==> src/rtl/nn_pkg.sv <==
// Shared types and default dimensions for the output-layer score path.
package nn_pkg;

    localparam int unsigned N_CLASSES = 10;
    localparam int unsigned ACC_W     = 32;
    localparam int unsigned OUT_W     = 16;
    localparam int unsigned SHIFT     = 8;

    typedef logic signed [OUT_W-1:0] score_t;

    typedef enum logic {
        COLLECT = 1'b0,
        HOLD    = 1'b1
    } state_e;

    // Index register width; at least one bit even for a single class.
    function automatic int unsigned idx_width(input int unsigned n);
        return (n > 1) ? $clog2(n) : 1;
    endfunction

endpackage

==> src/rtl/score_collector_if.sv <==
// Beat input, frame output and release handshake between the final layer,
// the score collector and the argmax stage.
interface score_collector_if #(
    parameter int unsigned N_CLASSES = nn_pkg::N_CLASSES,
    parameter int unsigned ACC_W     = nn_pkg::ACC_W,
    parameter int unsigned OUT_W     = nn_pkg::OUT_W
);
    logic                    in_valid;
    logic signed [ACC_W-1:0] in_acc;
    logic                    in_ready;
    logic signed [OUT_W-1:0] out_data [0:N_CLASSES-1];
    logic                    out_enable;
    logic                    layer_done;
    logic                    sat_flag;

    modport master (
        output in_valid, in_acc, layer_done,
        input  in_ready, out_data, out_enable, sat_flag
    );

    modport slave (
        input  in_valid, in_acc, layer_done,
        output in_ready, out_data, out_enable, sat_flag
    );
endinterface

==> src/rtl/score_collector_requant.sv <==
// Combinational requantiser: arithmetic right shift then reduce to OUT_W bits.
// Define SCORE_SAT_EN to clamp out-of-range values (and flag them); otherwise wrap.
module score_requant #(
    parameter int unsigned ACC_W = 32,
    parameter int unsigned OUT_W = 16,
    parameter int unsigned SHIFT = 8
) (
    input  logic signed [ACC_W-1:0] in_acc,
    output logic signed [OUT_W-1:0] score,
    output logic                    clip
);

    logic signed [ACC_W-1:0] shifted;

    assign shifted = in_acc >>> SHIFT;

`ifdef SCORE_SAT_EN
    // Out of range whenever the bits above the target sign bit differ from the sign.
    logic ovf;

    assign ovf = (shifted[ACC_W-1:OUT_W-1] != {(ACC_W-OUT_W+1){shifted[ACC_W-1]}});

    always_comb begin
        score = shifted[OUT_W-1:0];
        clip  = 1'b0;
        if (ovf) begin
            clip  = 1'b1;
            score = shifted[ACC_W-1] ? {1'b1, {(OUT_W-1){1'b0}}}
                                     : {1'b0, {(OUT_W-1){1'b1}}};
        end
    end
`else
    logic unused_hi;

    assign unused_hi = ^shifted;
    assign score     = shifted[OUT_W-1:0];
    assign clip      = 1'b0;
`endif

endmodule

==> src/rtl/score_collector.sv <==
// Assembles N_CLASSES requantised scores into a frame and holds it for the
// argmax stage until layer_done. SCORE_SAT_EN selects clamping in score_requant.
module score_collector #(
    parameter int unsigned N_CLASSES = nn_pkg::N_CLASSES,
    parameter int unsigned ACC_W     = nn_pkg::ACC_W,
    parameter int unsigned OUT_W     = nn_pkg::OUT_W,
    parameter int unsigned SHIFT     = nn_pkg::SHIFT
) (
    input  logic               clk,
    input  logic               reset,
    score_collector_if.slave   bus
);

    localparam int unsigned IDX_W = nn_pkg::idx_width(N_CLASSES);

    nn_pkg::state_e          state_q;
    logic [IDX_W-1:0]        idx_q;
    logic                    in_ready_q;
    logic                    out_enable_q;
    logic                    sat_q;
    logic signed [OUT_W-1:0] data_q [N_CLASSES];

    logic signed [OUT_W-1:0] score_d;
    logic                    clip_d;
    logic                    accept_c;
    logic                    last_c;

    score_requant #(
        .ACC_W (ACC_W),
        .OUT_W (OUT_W),
        .SHIFT (SHIFT)
    ) u_requant (
        .in_acc (bus.in_acc),
        .score  (score_d),
        .clip   (clip_d)
    );

    assign accept_c = bus.in_valid && (state_q == nn_pkg::COLLECT);
    assign last_c   = (idx_q == IDX_W'(N_CLASSES - 1));

    // Collect/hold controller; all outputs registered alongside the state.
    always_ff @(posedge clk) begin
        if (reset) begin
            state_q      <= nn_pkg::COLLECT;
            idx_q        <= '0;
            in_ready_q   <= 1'b1;
            out_enable_q <= 1'b0;
            sat_q        <= 1'b0;
            for (int i = 0; i < int'(N_CLASSES); i++) begin
                data_q[i] <= '0;
            end
        end else begin
            case (state_q)
                nn_pkg::COLLECT: begin
                    if (accept_c) begin
                        data_q[idx_q] <= score_d;
                        sat_q         <= sat_q | clip_d;
                        if (last_c) begin
                            state_q      <= nn_pkg::HOLD;
                            idx_q        <= '0;
                            in_ready_q   <= 1'b0;
                            out_enable_q <= 1'b1;
                        end else begin
                            idx_q <= idx_q + IDX_W'(1);
                        end
                    end
                end
                nn_pkg::HOLD: begin
                    // Frame stays frozen; in_valid is ignored until release.
                    if (bus.layer_done) begin
                        state_q      <= nn_pkg::COLLECT;
                        in_ready_q   <= 1'b1;
                        out_enable_q <= 1'b0;
                        sat_q        <= 1'b0;
                    end
                end
                default: begin
                    state_q <= nn_pkg::COLLECT;
                end
            endcase
        end
    end

    assign bus.in_ready   = in_ready_q;
    assign bus.out_enable = out_enable_q;
    assign bus.sat_flag   = sat_q;
    assign bus.out_data   = data_q;

endmodule

==> src/flat_wrapper.sv <==
// flat-port wrapper written by rule: the top's interface ports become plain ports
module score_collector_flat 
#(
    parameter int unsigned N_CLASSES = nn_pkg::N_CLASSES,
    parameter int unsigned ACC_W     = nn_pkg::ACC_W,
    parameter int unsigned OUT_W     = nn_pkg::OUT_W,
    parameter int unsigned SHIFT     = nn_pkg::SHIFT
)
  (clk, reset, bus_in_valid, bus_in_acc, bus_layer_done, bus_in_ready, bus_out_data, bus_out_enable, bus_sat_flag);
  score_collector_if #(.N_CLASSES(N_CLASSES), .ACC_W(ACC_W), .OUT_W(OUT_W)) bus_i ();
  input  logic clk;
  input  logic reset;
  input wire logic [$bits(bus_i.in_valid)-1:0] bus_in_valid;
  input wire logic [$bits(bus_i.in_acc)-1:0] bus_in_acc;
  input wire logic [$bits(bus_i.layer_done)-1:0] bus_layer_done;
  output wire logic [$bits(bus_i.in_ready)-1:0] bus_in_ready;
  output wire logic [$bits(bus_i.out_data)-1:0] bus_out_data;
  output wire logic [$bits(bus_i.out_enable)-1:0] bus_out_enable;
  output wire logic [$bits(bus_i.sat_flag)-1:0] bus_sat_flag;
  assign bus_i.in_valid = bus_in_valid;
  assign bus_i.in_acc = bus_in_acc;
  assign bus_i.layer_done = bus_layer_done;
  assign bus_in_ready = bus_i.in_ready;
  assign bus_out_data = {>>{bus_i.out_data}};
  assign bus_out_enable = bus_i.out_enable;
  assign bus_sat_flag = bus_i.sat_flag;
  score_collector #(.N_CLASSES(N_CLASSES), .ACC_W(ACC_W), .OUT_W(OUT_W), .SHIFT(SHIFT)) u_core (.clk(clk), .reset(reset), .bus(bus_i));
endmodule
==> config.mk <==
export PLATFORM = sky130hd
export DESIGN_NAME = score_collector_flat
export DESIGN_NICKNAME = d
export VERILOG_FILES = /design/src/rtl/nn_pkg.sv /design/src/rtl/score_collector_if.sv /design/src/rtl/score_collector_requant.sv /design/src/rtl/score_collector.sv /design/src/flat_wrapper.sv
export SDC_FILE = /design/constraint.sdc
export NUM_CORES = 1
export LEC_CHECK = 0
export CAP_MARGIN = 25
export CORE_MARGIN = 1
export CORE_UTILIZATION = 51
export CTS_CLUSTER_SIZE = 16
export DETAILED_ROUTE_END_ITERATION = 10
export PLACE_DENSITY = 0.87
export RECOVER_POWER = 50
export SLEW_MARGIN = 10
export SYNTH_ARGS = -nofsm -noshare
export SYNTH_HDL_FRONTEND = slang
export SYNTH_SLANG_ARGS = --single-unit
==> constraint.sdc <==
create_clock -name clk -period 3.9 [get_ports clk]
set_clock_uncertainty 0.2 [all_clocks]
set_input_delay 0.39 -clock clk [delete_from_list [all_inputs] [get_ports clk]]
set_output_delay 0.39 -clock clk [all_outputs]
set_load 0.1 [all_outputs]
==> metrics.txt, run 1 <==
HPWL Detailed about 11000 um; Synth Warn # 0; Setup-failing EPs final 0; CTS sink cnt 167; syn avg cell area 11.1 sq um; Synth Area in Simple Gates 19.9%; Ports roughly 200; Worst-Margin Slew 1.15 ns; Setup TNS 0 ns; Top Family by Delay on Critical Path buffers and inverters; Synth Area in Adders 0%; hold path start reset; Final Hold Fails 0; CTS H-tree depth 4; Critical Path AT 2.86 ns; static leakage 4.03 nW; pre-CTS setup slack roughly 1.0 ns; Crit-path slowest cell dlygate4sd3_1; DR DRC count 0; Max Slew Vio Count 0; Die H 116 um; drt initial violations ~220; vias in the first global route 4768; num rows approximately 40; CP Capture Type register; Compound-Gate Fraction of Synth Area less than 1%; CP required between 3 and 4 ns; power density cells 428 nW/um^2; sequential fraction of the synthesis area 50.5%; # nets final a little under 800; FF-to-FF Start u_core.state_q; top fanout value on the critical path 12; gpl congestion around 0.76; most common cell after layout, fill and taps aside nand2b_1; status finished clean; Antenna diodes 0; Gate Count Post-Synth a little under 600; clk_lat worst skew roughly 0.42 ns; GRT Util Overall a little over a quarter; Final period util slightly above 70%; Peak VDD IR approximately 260 uV; postcts setup bufs 0; mux cell area share after synthesis 24.2%; die footprint 13400 sq um; Max transition margin 22.8%; drt pass-1 iters 4; most frequent cells in the layout 177 x nand2b_1, 172 x clkdlybuf4s50_1, 167 x dfxtp_1; first-pass GRT wire length around 26000 um; Max stage delay on crit path approximately 0.69 ns; Initial Utilization between 50% and 60%; CP startpoint kind input pin; RSZ-0062 raised after global routing no; final instance area approximately 9000 sq um; share of layout cells above drive strength 1 4.23%; vias post-DR around 4700; worst setup path startpoint bus_in_valid; Max Cap Viol 0; dpl cell area roughly 8400 sq um; worst hold path class in2reg; fill count about 960; Die X roughly 120 um; critical path class in2reg; grt ovf 0; post-synth top area share 50.5%; antenna-violating nets left 0; Synth area leader dfxtp_1; setup ws final 1.11 ns; Distinct cells, synth 30; pin count of the biggest net entering global routing between 100 and 150; CTS tree done; # hold bufs at CTS 0; syn nets 630; Synth Register Bits roughly 170; Routed wire per std cell 18.9 um; CP Buf/Inv Count 2; CTS buffer count 17; P&R area growth vs syn 34.6%; Root Driver clkbuf_16; total power approximately 3.8 mW; Total Wirelength approximately 18000 um; top cells by area, synth dfxtp_1 51%, mux2i_1 24%, nand2b_1 17%; CTS max path bufs 2; Clock transition at path regs ~0.060 ns; Core Region between 10000 and 15000 sq um; Post-Synthesis Cell Area about 6600 sq um; crit path time final around 2.8 ns; critical path cell sequence dlygate4sd3_1 -> nor3b_1 -> nand4b_1 -> clkbuf_1 -> mux2i_1; Peak Freq about 360 MHz; post-synthesis xor/xnor area fraction less than 1%; largest family of logic cells by synthesized area multiplexers; initial antenna violation count 0; post-CTS sizing 0; vias per std cell 5.03; IO buf count ~180
==> metal layers <==
layer  part of all wire [%]  track usage (%)  up-vias
li1                       -                -     2239
met1                     41             31.5     2255
met2                     49             46.2      145
met3                    7.1             8.37       27
met4                    2.1             9.15        0
met5                      0                0        -
==> worst paths after layout <==
kind / slack [ns] / endpoint / depth (start not counted)
worst min register to register: 0.27 / u_core.bus.out_enable / 2
worst min-delay path: 0.16 / u_core.bus.out_data[38] / 3
worst max-delay path: 1.11 / u_core.bus.out_data[5] / 5
worst max register to register: 1.36 / u_core.bus.out_data[57] / 3
==> worst reg2reg max path, stage by stage (launching register included) <==
cell	delay, ns
dfxtp_1	0.41
nor3_1	0.40
nand4_1	0.97
mux2i_1	0.47
==> registers in the layout, summed over array words and instances, names as in the netlist <==
name	cells
u_core.bus.out_data	160
u_core.idx_q	4
u_core.bus.in_ready	1
u_core.bus.out_enable	1
u_core.state_q	1
==> cells in the mapped netlist, drive strengths merged <==
master	instances
a211o	1
a21oi	4
a221o	1
and3b	2
and4	1
buf	27
clkbuf	26
conb	1
dfxtp	167
inv	1
mux2i	160
nand2	9
nand2b	177
nand3	1
nand3b	1
nand4	2
nand4b	2
nor2	3
nor2b	1
nor3	1
nor3b	2
o21ai	1
xnor2	2
xor2	1
==> cell type report <==
cell class / count / area, sq um / share of cell area, %
clock inverter: 7 / 68.8 / 0.773
sequential: 167 / 3340 / 37.5
timing repair buffer: 184 / 1850 / 20.8
inverter: 1 / 3.75 / 0.0422
multi-input combinational: 373 / 2920 / 32.8
tap: 172 / 215 / 2.42
clock buffer: 24 / 502 / 5.64
==> through the flow <==
step                      hold WS (ns)  util, %  cells
final                            0.156     70.6    928
after global routing             0.174     70.6    928
after CTS                        0.270     70.9    927
after detailed placement         0.261     66.4    896
after global placement           0.259     66.4    896
after floorplan                  0.335        -    594
==> logic make-up (layout without fill, tap and decap cells) <==
kind of cell    after synthesis  in the layout
compound gates                7              7
xor+xnor                      3              3
buf+inv                      54            216
flops                       167            167
mux                         160            160
other cells                   1              1
simple gates                202            202
==> power breakdown <==
part | total, mW | internal (mW) | leakage, nW | switching [mW]
clock network | 1.61 | 0.958 | 0.278 | 0.649
registers | 1.76 | 1.74 | 1.35 | 0.0202
logic | 0.447 | 0.127 | 2.41 | 0.320
(Power assumes the default switching activity.)
==> inputs of run 2 (changes only) <==
--- a/config.mk
+++ b/config.mk
@@ -7,10 +7,10 @@
 export LEC_CHECK = 0
 export CAP_MARGIN = 25
 export CORE_MARGIN = 1
-export CORE_UTILIZATION = 51
+export CORE_UTILIZATION = 42
 export CTS_CLUSTER_SIZE = 16
 export DETAILED_ROUTE_END_ITERATION = 10
-export PLACE_DENSITY = 0.87
+export PLACE_DENSITY = 0.77
 export RECOVER_POWER = 50
 export SLEW_MARGIN = 10
 export SYNTH_ARGS = -nofsm -noshare
==> constraint.sdc (replaced) <==
create_clock -name clk -period 2.5 [get_ports clk]
set_clock_uncertainty 0.2 [all_clocks]
set_input_delay 0.25 -clock clk [delete_from_list [all_inputs] [get_ports clk]]
set_output_delay 0.25 -clock clk [all_outputs]
set_load 0.1 [all_outputs]
==> run 2 against run 1 <==
First-iteration DRC count decreased by 21%. Sequential power grew 56%. Global-route usage decreased by 5.2 points. Combinational power rose by 47%. Sequential share of layout area grew 3.5 points.
==> metrics.txt, run 2 (same netlist as run 1, synthesis figures left out) <==
status finished clean; reg2reg path depth 4; critical path cell sequence clkbuf_1; grt ovf 0; CP startpoint kind register; gpl congestion ~0.73; FF-to-FF Start u_core.idx_q[0]; Critical Path Stages 1; initial antenna violation count 0; Initial Utilization a little over two fifths; Crit-path slowest cell clkbuf_1; worst setup path startpoint u_core.bus.out_data[27]; hold path start reset; Max Cap Viol 0; drt initial violations around 180; post-CTS sizing 0; drt pass-1 iters 7; Core Region about 15000 sq um; most common cell after layout, fill and taps aside nand2b_1; pin count of the biggest net entering global routing 88; die footprint between 15000 and 20000 sq um; most frequent cells in the layout 177 x nand2b_1, 167 x dfxtp_1, 161 x clkbuf_1; Final Hold Fails 0; DR DRC count 0; Top Family by Delay on Critical Path buffers and inverters; postcts setup bufs 0; Max stage delay on crit path 0.92 ns; num rows 45; Antenna diodes 0; IO buf count between 150 and 200; Root Driver clkbuf_16; max reg flops 160; Critical Path AT about 1.7 ns; first-pass GRT wire length around 26000 um; Max Slew Vio Count 0; Ports 199; Setup-failing EPs final 0; Peak Freq about 470 MHz; flop2flop setup slack 0.56 ns; worst hold path class in2reg; Max transition margin 16.6%; Die X about 130 um; total power 6.26 mW; RSZ-0062 raised after global routing no; vias post-DR roughly 4600; Peak VDD IR around 470 uV; # hold bufs at CTS 0; Total Wirelength about 17000 um; vias in the first global route about 4600; CTS sink cnt 167; CTS tree done; # nets final a little under 800; Worst Setup EP bus_out_data[27]; Die H 128 um; top fanout value on the critical path 2; CP Buf/Inv Count 1; critical path class reg2out; dpl cell area just over 8000 sq um; reg2reg end u_core.bus.out_data[43]; vias per std cell about 4.7; share of layout cells above drive strength 1 7.44%; static leakage ~3.8 nW; CP Capture Type output pin; P&R area growth vs syn 23.1%; Final period util between 80% and 90%; Setup TNS 0 ns; clk_lat worst skew 0.42 ns; CP required a little over 2 ns; CTS max path bufs 2; crit path time final about 2.1 ns; final instance area between 8000 and 9000 sq um; GRT Util Overall between 20% and 30%; antenna-violating nets left 0; CTS buffer count 17; power density cells approximately 770 nW/um^2; Clock transition at path regs 0.07 ns; Routed wire per std cell 17.8 um; Worst-Margin Slew approximately 1.3 ns; HPWL Detailed 11700 um; CTS H-tree depth 4
-- run 2: where the power goes --
| group | internal (mW) | switching, mW |
|---|---|---|
| Sequential | 2.71 | 0.0329 |
| Clock | 1.79 | 1.07 |
| Combinational | 0.153 | 0.505 |
| Total | 4.65 | 1.61 |
-- run 2: through the flow --
step	util (%)	hold WS (ns)	cells	setup WS, ns
4_1_cts	57.1	0.144	977	0.542
6_report	53.2	0.142	977	0.359
3_3_place_gp	52.9	0.262	945	0.433
3_5_place_dp	52.9	0.263	945	0.423
2_1_floorplan	-	0.195	594	0.817
5_1_grt	53.2	0.186	977	0.316
-- run 2: worst min path at each step --
stage | endpoint | cells past startpoint | slack [ns]
floorplan | u_core.bus.in_ready | 1 | 0.19
global placement | u_core.bus.out_data[44] | 2 | 0.26
detailed placement | u_core.bus.out_data[44] | 2 | 0.26
CTS | u_core.state_q | 2 | 0.14
global route | u_core.state_q | 2 | 0.19
finish | u_core.state_q | 2 | 0.14
-- run 2: routing by layer --
| metal | vias to the layer above | share of wire [%] | track usage (%) |
|---|---|---|---|
| met3 | 6 | 5.9 | 7.12 |
| met1 | 2240 | 44 | 25.4 |
| met5 | - | 0 | 0 |
| li1 | 2265 | - | - |
| met4 | 0 | 0.48 | 5.25 |
| met2 | 126 | 50 | 37.8 |
-- run 2: area by class of cell --
type | count | area (sq um)
Fill cell | 1485 | 7170
Sequential cell | 167 | 3340
Multi-Input combinational cell | 373 | 2990
Timing Repair Buffer | 193 | 891
Clock buffer | 22 | 484
Tap cell | 211 | 264
Clock inverter | 10 | 168
Inverter | 1 | 3.75
